$ cat src/rtl/hs4_rx_fifo.sv
// Four-phase req/ack receiver feeding an elastic FIFO with valid/ready output.
// Define HS4_REQ_SYNC_EN to pass req through a 2-flop synchroniser.
module hs4_rx_fifo #(
    parameter int WIDTH = 8,
    parameter int DEPTH = 4,
    parameter int CNT_W = 16
) (
    input  logic                     clk,
    input  logic                     rst,
    input  logic                     en,
    input  logic                     req,
    input  logic [WIDTH-1:0]         data_in,
    output logic                     ack,
    output logic                     out_valid,
    input  logic                     out_ready,
    output logic [WIDTH-1:0]         out_data,
    output logic [$clog2(DEPTH):0]   level,
    output logic                     full,
    output logic [CNT_W-1:0]         hs_count
);

    localparam int AW = $clog2(DEPTH);
    localparam int LW = AW + 1;

    typedef enum logic {IDLE, ACKHI} state_t;

    state_t               state;
    state_t               state_nx;
    logic                 req_i;
    logic                 push;
    logic                 pop;
    logic                 hs_done;
    logic [AW-1:0]        wr_ptr;
    logic [AW-1:0]        rd_ptr;
    logic [WIDTH-1:0]     mem [DEPTH];

`ifdef HS4_REQ_SYNC_EN
    logic [1:0] req_sync;

    always_ff @(posedge clk) begin
        if (!rst) req_sync <= '0;
        else      req_sync <= {req_sync[0], req};
    end

    assign req_i = req_sync[1];
`else
    assign req_i = req;
`endif

    always_comb begin
        state_nx = state;
        push     = 1'b0;
        hs_done  = 1'b0;
        unique case (state)
            IDLE: begin
                // full is the registered flag, so a same-cycle pop cannot unblock
                if (en && req_i && !full) begin
                    push     = 1'b1;
                    state_nx = ACKHI;
                end
            end
            ACKHI: begin
                if (!req_i) begin
                    hs_done  = 1'b1;
                    state_nx = IDLE;
                end
            end
        endcase
    end

    always_ff @(posedge clk) begin
        if (!rst) begin
            state    <= IDLE;
            ack      <= 1'b0;
            hs_count <= '0;
        end else begin
            state <= state_nx;
            ack   <= (state_nx == ACKHI);
            if (hs_done) hs_count <= hs_count + CNT_W'(1);
        end
    end

    assign out_valid = (level != '0);
    assign full      = (level == LW'(DEPTH));
    assign pop       = out_valid && out_ready;
    assign out_data  = out_valid ? mem[rd_ptr] : '0;

    always_ff @(posedge clk) begin
        if (!rst) begin
            wr_ptr <= '0;
            rd_ptr <= '0;
            level  <= '0;
        end else begin
            if (push) wr_ptr <= wr_ptr + AW'(1);
            if (pop)  rd_ptr <= rd_ptr + AW'(1);
            level <= level + LW'(push) - LW'(pop);
        end
    end

    always_ff @(posedge clk) begin
        if (push) mem[wr_ptr] <= data_in;
    end

endmodule

$ cat config.mk
export PLATFORM = sky130hd
export DESIGN_NAME = hs4_rx_fifo
export DESIGN_NICKNAME = d
export VERILOG_FILES = /design/src/rtl/hs4_rx_fifo.sv
export SDC_FILE = /design/constraint.sdc
export NUM_CORES = 1
export LEC_CHECK = 0
export ABC_AREA = 1
export CORE_UTILIZATION = 45
export CTS_BUF_LIST = sky130_fd_sc_hd__clkbuf_8
export DETAILED_ROUTE_END_ITERATION = 7
export PLACE_DENSITY = 0.65
export SYNTH_ARGS = -nofsm -noshare
export SYNTH_HDL_FRONTEND = slang
export SYNTH_SLANG_ARGS = --single-unit
$ cat constraint.sdc
create_clock -name clk -period 4.25 [get_ports clk]
set_clock_uncertainty 0.05 [all_clocks]
set_input_delay 0.85 -clock clk [delete_from_list [all_inputs] [get_ports clk]]
set_output_delay 0.85 -clock clk [all_outputs]
set_load 0.01 [all_outputs]
**Yosys cells after proc, flatten, opt, wreduce, memory -nomap -nowiden**

Memories as Yosys holds them, arrays and structs flattened. A register that Yosys moved wholly into a read port is not among the register bits.
Index checks and enable logic that the tools add are counted.

- Output and inout bits: 30
- Flip-flop bits (word level): 24
- Word-level logic and storage cells: 29
- Memories kept: 1
- ROM bits: 0
- Input port bits: 13
- Latch bits: 0
- Memory bits (writable): 32

Memories:

| name | words | width | rd ports | clocked after memory_dff | wr ports | line | RTL |
|---|---|---|---|---|---|---|---|
| mem | 4 | 8 | 1 | 1 | 1 | 35 | `logic [WIDTH-1:0] mem [DEPTH];` |

- $add $sub $neg: 5
- Equal/unequal tests: 1
- Multiply operators: 0
- Bitwise logic cells: 1
- Divide/modulo/power cells: 0
- $lt $le $gt $ge: 0
- Mux-type cells: 11
- Reductions and logical operators: 5
- Shift operators: 0

Operators with widths:

| kind | count |
|---|---|
| 16-bit by 1-bit adder with 16-bit output, second input constant | 1 |
| 8-bit two-way mux | 1 |
| 1-bit two-way mux | 7 |
| 2-bit by 1-bit adder with 2-bit output, second input constant | 2 |
| 2-bit two-way mux | 2 |
| 3-bit by 1-bit adder with 3-bit output | 1 |
| 3-bit equality test, second input constant | 1 |
| 1-bit logical AND | 3 |
| 3-bit nonzero test | 1 |
| 3-bit by 1-bit subtractor with 3-bit output | 1 |
| 1-bit one-hot mux with 2 select lines | 1 |
| 1-bit logical NOT | 1 |
| 1-bit NOT | 1 |

**Depth between registers and ports, before layout**

- Depth in word-level cells: 7
- Gate-level depth with buffers: 10

**Least setup slack after synthesis**

Ideal clock, no wire load.

- Path kind: input -> register
- Start point: in req
- End point: reg level[2]
- Path buffers: 0
- Setup slack: 1,946 ps
- Arrival: 2,134 ps
- Cell stages on the path: 8
- Setup time: 120 ps
- Required time: 4,080 ps
- Cells stage by stage: nand4_2 > ha_1 > inv_1 > ha_1 > inv_1 > fa_1 > o21ai_0 > a21oi_1

- Cells in the longest elaborated chain, start to end: 6

Ends and longest elaborated chain:

| item | line | RTL |
|---|---|---|
| start, declared | 11 | `input logic req,` |
| 1-bit logical AND (2 in series) | 57 | `if (en && req_i && !full) begin` |
| 1-bit two-way mux | 57 |  |
| 1-bit two-way mux | 54 | `unique case (state)` |
| 3-bit by 1-bit adder with 3-bit output | 96 | `level <= level + LW'(push) - LW'(pop);` |
| 3-bit by 1-bit subtractor with 3-bit output | 96 |  |
| end signal, assigned | 96 |  |
| end, declared | 17 | `output logic [$clog2(DEPTH):0] level,` |

Every way passes these cells.
A chain may end at the register's enable or synchronous reset.

==> key figures <==
GRT
  • Number of global-route vias before repair: roughly 1.8k
  • Gr ovfl total: 0
  • First-pass GRT wire length: about 8.1 mm
  • Tot GR Track Use: 0.1797
  • Initial antenna violation count: 0
  • Largest net degree at the start of global routing: 21

Synthesis
  • Top cells by count, synth: nor2_1 (54), edfxtp_1 (32), inv_1 (32)
  • Asr flop ratio synth: 0
  • Register area share after synthesis: 0.5824
  • Syn Inst Count: 267
  • Yosys top cell by area: edfxtp_1
  • Netlist cell types: 30
  • Synth Flop Type: edfxtp_1
  • Top-area cell type share of the netlist area: 0.3778
  • #FFs+latches synth: between 50 and 60
  • Synth Cell Area: about 2500 µm²
  • Syn_nets: roughly 290
  • Most frequent cell after synthesis: nor2_1
  • Top cells by area, synth: edfxtp_1 (38%), dfxtp_1 (20%), nor2_1 (8.0%), a21oi_1 (5.1%), o21ai_0 (5.1%)
  • Avg Inst Size Synth: 9.527 µm²
  • Post-synth EDFFs: 32
  • Yosys Warn Count: 0

STA
  • Final count of hold timing violations: 0
  • Fmax: between 300 and 400 MHz
  • Rel. slew slack: 0.4563
  • Period utilisation layout: 0.7139
  • Final setup vio count: 0
  • RSZ-0062 raised after global routing: false
  • Slew @ Worst Pin: 0.8126 ns
  • Setup_tns: 0 ns
  • Slew Viols, Final: 0
  • Fin crit period: between 3 and 4 ns

Worst setup path
  • Max incr delay on CP: around 0.73 ns
  • Critical R2R Launch: level[1]
  • Crit path capture type: output port
  • Worst R2R Path Depth: 10
  • Critical Path AT: about 2.1 ns
  • Worst Path Required: between 3 and 4 ns
  • Setup Crit Path Kind: flip-flop to output port
  • Slowest cell on crit path: dfxtp_1
  • CP cell instances: inv_2 -> o21ai_0 -> a21oi_1 -> clkdlybuf4s50_1
  • Worst path bufs/invs: 2
  • Reg2reg setup slack: between 2 and 2.5 ns
  • Setup crit start kind: flip-flop
  • Max FO, Critical Path: 17
  • CP delay by family, top: buffers and inverters
  • Crit Reg-Reg Endpoint: level[2]

Clocking
  • H-tree Lvls: 3
  • Later-pin clock latency in the skew report: about 0.33 ns
  • Setup bufs post-CTS: 0
  • Clock-pin slew on the worst setup and hold paths: 0.06 ns
  • CTS tree: built
  • Number of hold buffers added after cts: 0
  • Root Driver: clkbuf_8
  • Post-CTS Resized: 0
  • Clock Path Buffers: 2
  • Total CTS buffers: 9
  • Clock sinks: 58

Floorplan
  • # rows: 27
  • Die area: just under 6000 µm²
  • Core region area: 5473 µm²
  • Initial core utilization: 0.4648
  • Die Y: slightly below 80 µm
  • Die X: just under 80 µm
  • Io pins: 43

Layout
  • FILL cells: 517
  • Area growth syn-to-layout: 25.04%
  • Antenna cells: 0
  • Finished Core Util: 0.5812
  • Fraction of layout cells with a size suffix above 1: 0.08150
  • Nets: roughly 340

Placement
  • Post-DP HPWL: about 3.2 mm
  • Gpl congestion: ~0.76
  • IO Port Bufs: 42

Hold path
  • Hold Path Origin: hs_count[2]
  • Hold path cells: 2
  • Hold/Removal Path Class: flip-flop to flip-flop
  • Min-Delay Endpoint: hs_count[2]

Drt
  • Vias: about 1.9k
  • DRT iter0 DRCs: 85
  • DRT antenna net count: 0
  • Vias per cell: roughly 4.8
  • Drt total wl: 4.950 mm
  • Routed length per placed instance: between 10 and 15 µm
  • DR pass1 iterations: 4
  • DRC: 0

Power
  • Leak: about 0.0012 µW
  • Pwr Density: 486.3 nW/µm²
  • Maximum vdd drop: 0.1942 mV

Status
  • Run status: complete, no violations

Flow run
  • Maxcap violations: 0
## area by class of cell
type,instances,area (µm²),area share
flip-flops and latches,58,1481,0.4658
multi-input cells,168,899.6,0.2828
repair buffers,43,427.9,0.1345
inverters,34,127.6,0.04013
clock buffers,9,123.9,0.03895
well taps,72,90.09,0.02832
clock inverters,7,30.03,0.009441
## tightest hold or removal path, cell delays in order, from the launching register on
cell and delay [ns]:
dfxtp_1 0.34, inv_1 0.06, a21oi_1 0.05
## cell families after synthesis
family | Yosys count | synth area share
simple gates | 102 | 0.1913
flops | 58 | 0.5824
compound gates | 56 | 0.1131
buf+inv | 41 | 0.06395
fa+ha+maj | 8 | 0.04230
xor+xnor | 2 | 0.006888
## how the worst max path moves through the flow
| stage | to | slack (ns) | cells after the start |
|---|---|---|---|
| CTS | out_data[1] | 1.14 | 4 |
| global route | out_data[6] | 1.04 | 4 |
| global placement | level[2] | 1.32 | 9 |
| detailed placement | level[2] | 1.25 | 9 |
| finish | out_data[1] | 1.22 | 4 |
| floorplan | level[2] | 1.95 | 8 |
## flip-flops by register name (all words and copies together), names as in the netlist, named ones only
name / cells
state: 1
wr_ptr: 2
level: 3
mem: 32
rd_ptr: 2
hs_count: 16
## cells in the final DEF, fill, tap and decap left out
master	n
buf_4	1
fa_1	1
and3_2	1
nor2_1	54
nand2_2	1
clkinv_1	1
clkdlybuf4s50_1	42
nor2_2	2
o21bai_1	2
o21a_1	1
nand2_4	1
nand3_4	1
nand3_2	1
nand4_1	3
edfxtp_1	32
o21ai_0	26
nor2_4	1
inv_1	35
nor3_1	2
xor2_1	2
ha_1	7
clkbuf_8	9
a21oi_1	26
nand3_1	5
nand2_1	27
clkinv_2	3
dfxtp_1	26
inv_2	2
nor2_8	2
o21ai_1	1
nand4_2	1
## power by group
part,internal [µW],total (µW),switching (µW)
logic,226,459,233
clock network,199,403,203
registers,636,685,48.9
total,1060,1550,485
## metal layers
metal | up-vias | track usage | share of wire
li1 | 971 | - | -
met1 | 853 | 0.2244 | 0.47
met2 | 32 | 0.2876 | 0.47
met3 | 7 | 0.03810 | 0.040
met4 | 0 | 0.1019 | 0.013
met5 | - | 0 | 0
## per-stage QoR
| stage | power [µW] | hold slack (ns) | area [µm²] | setup slack, ns | std cells |
|---|---|---|---|---|---|
| global route | 1641 | 0.4777 | 3181 | 1.037 | 391 |
| global placement | 1148 | 0.4264 | 3027 | 1.324 | 375 |
| floorplan | 929.6 | 0.4040 | 2544 | 1.946 | 267 |
| detailed placement | 1161 | 0.4352 | 3027 | 1.251 | 375 |
| finish | 1547 | 0.4448 | 3181 | 1.216 | 391 |
| CTS | 1569 | 0.4484 | 3181 | 1.141 | 391 |
Power figures use the tool's default switching activity.
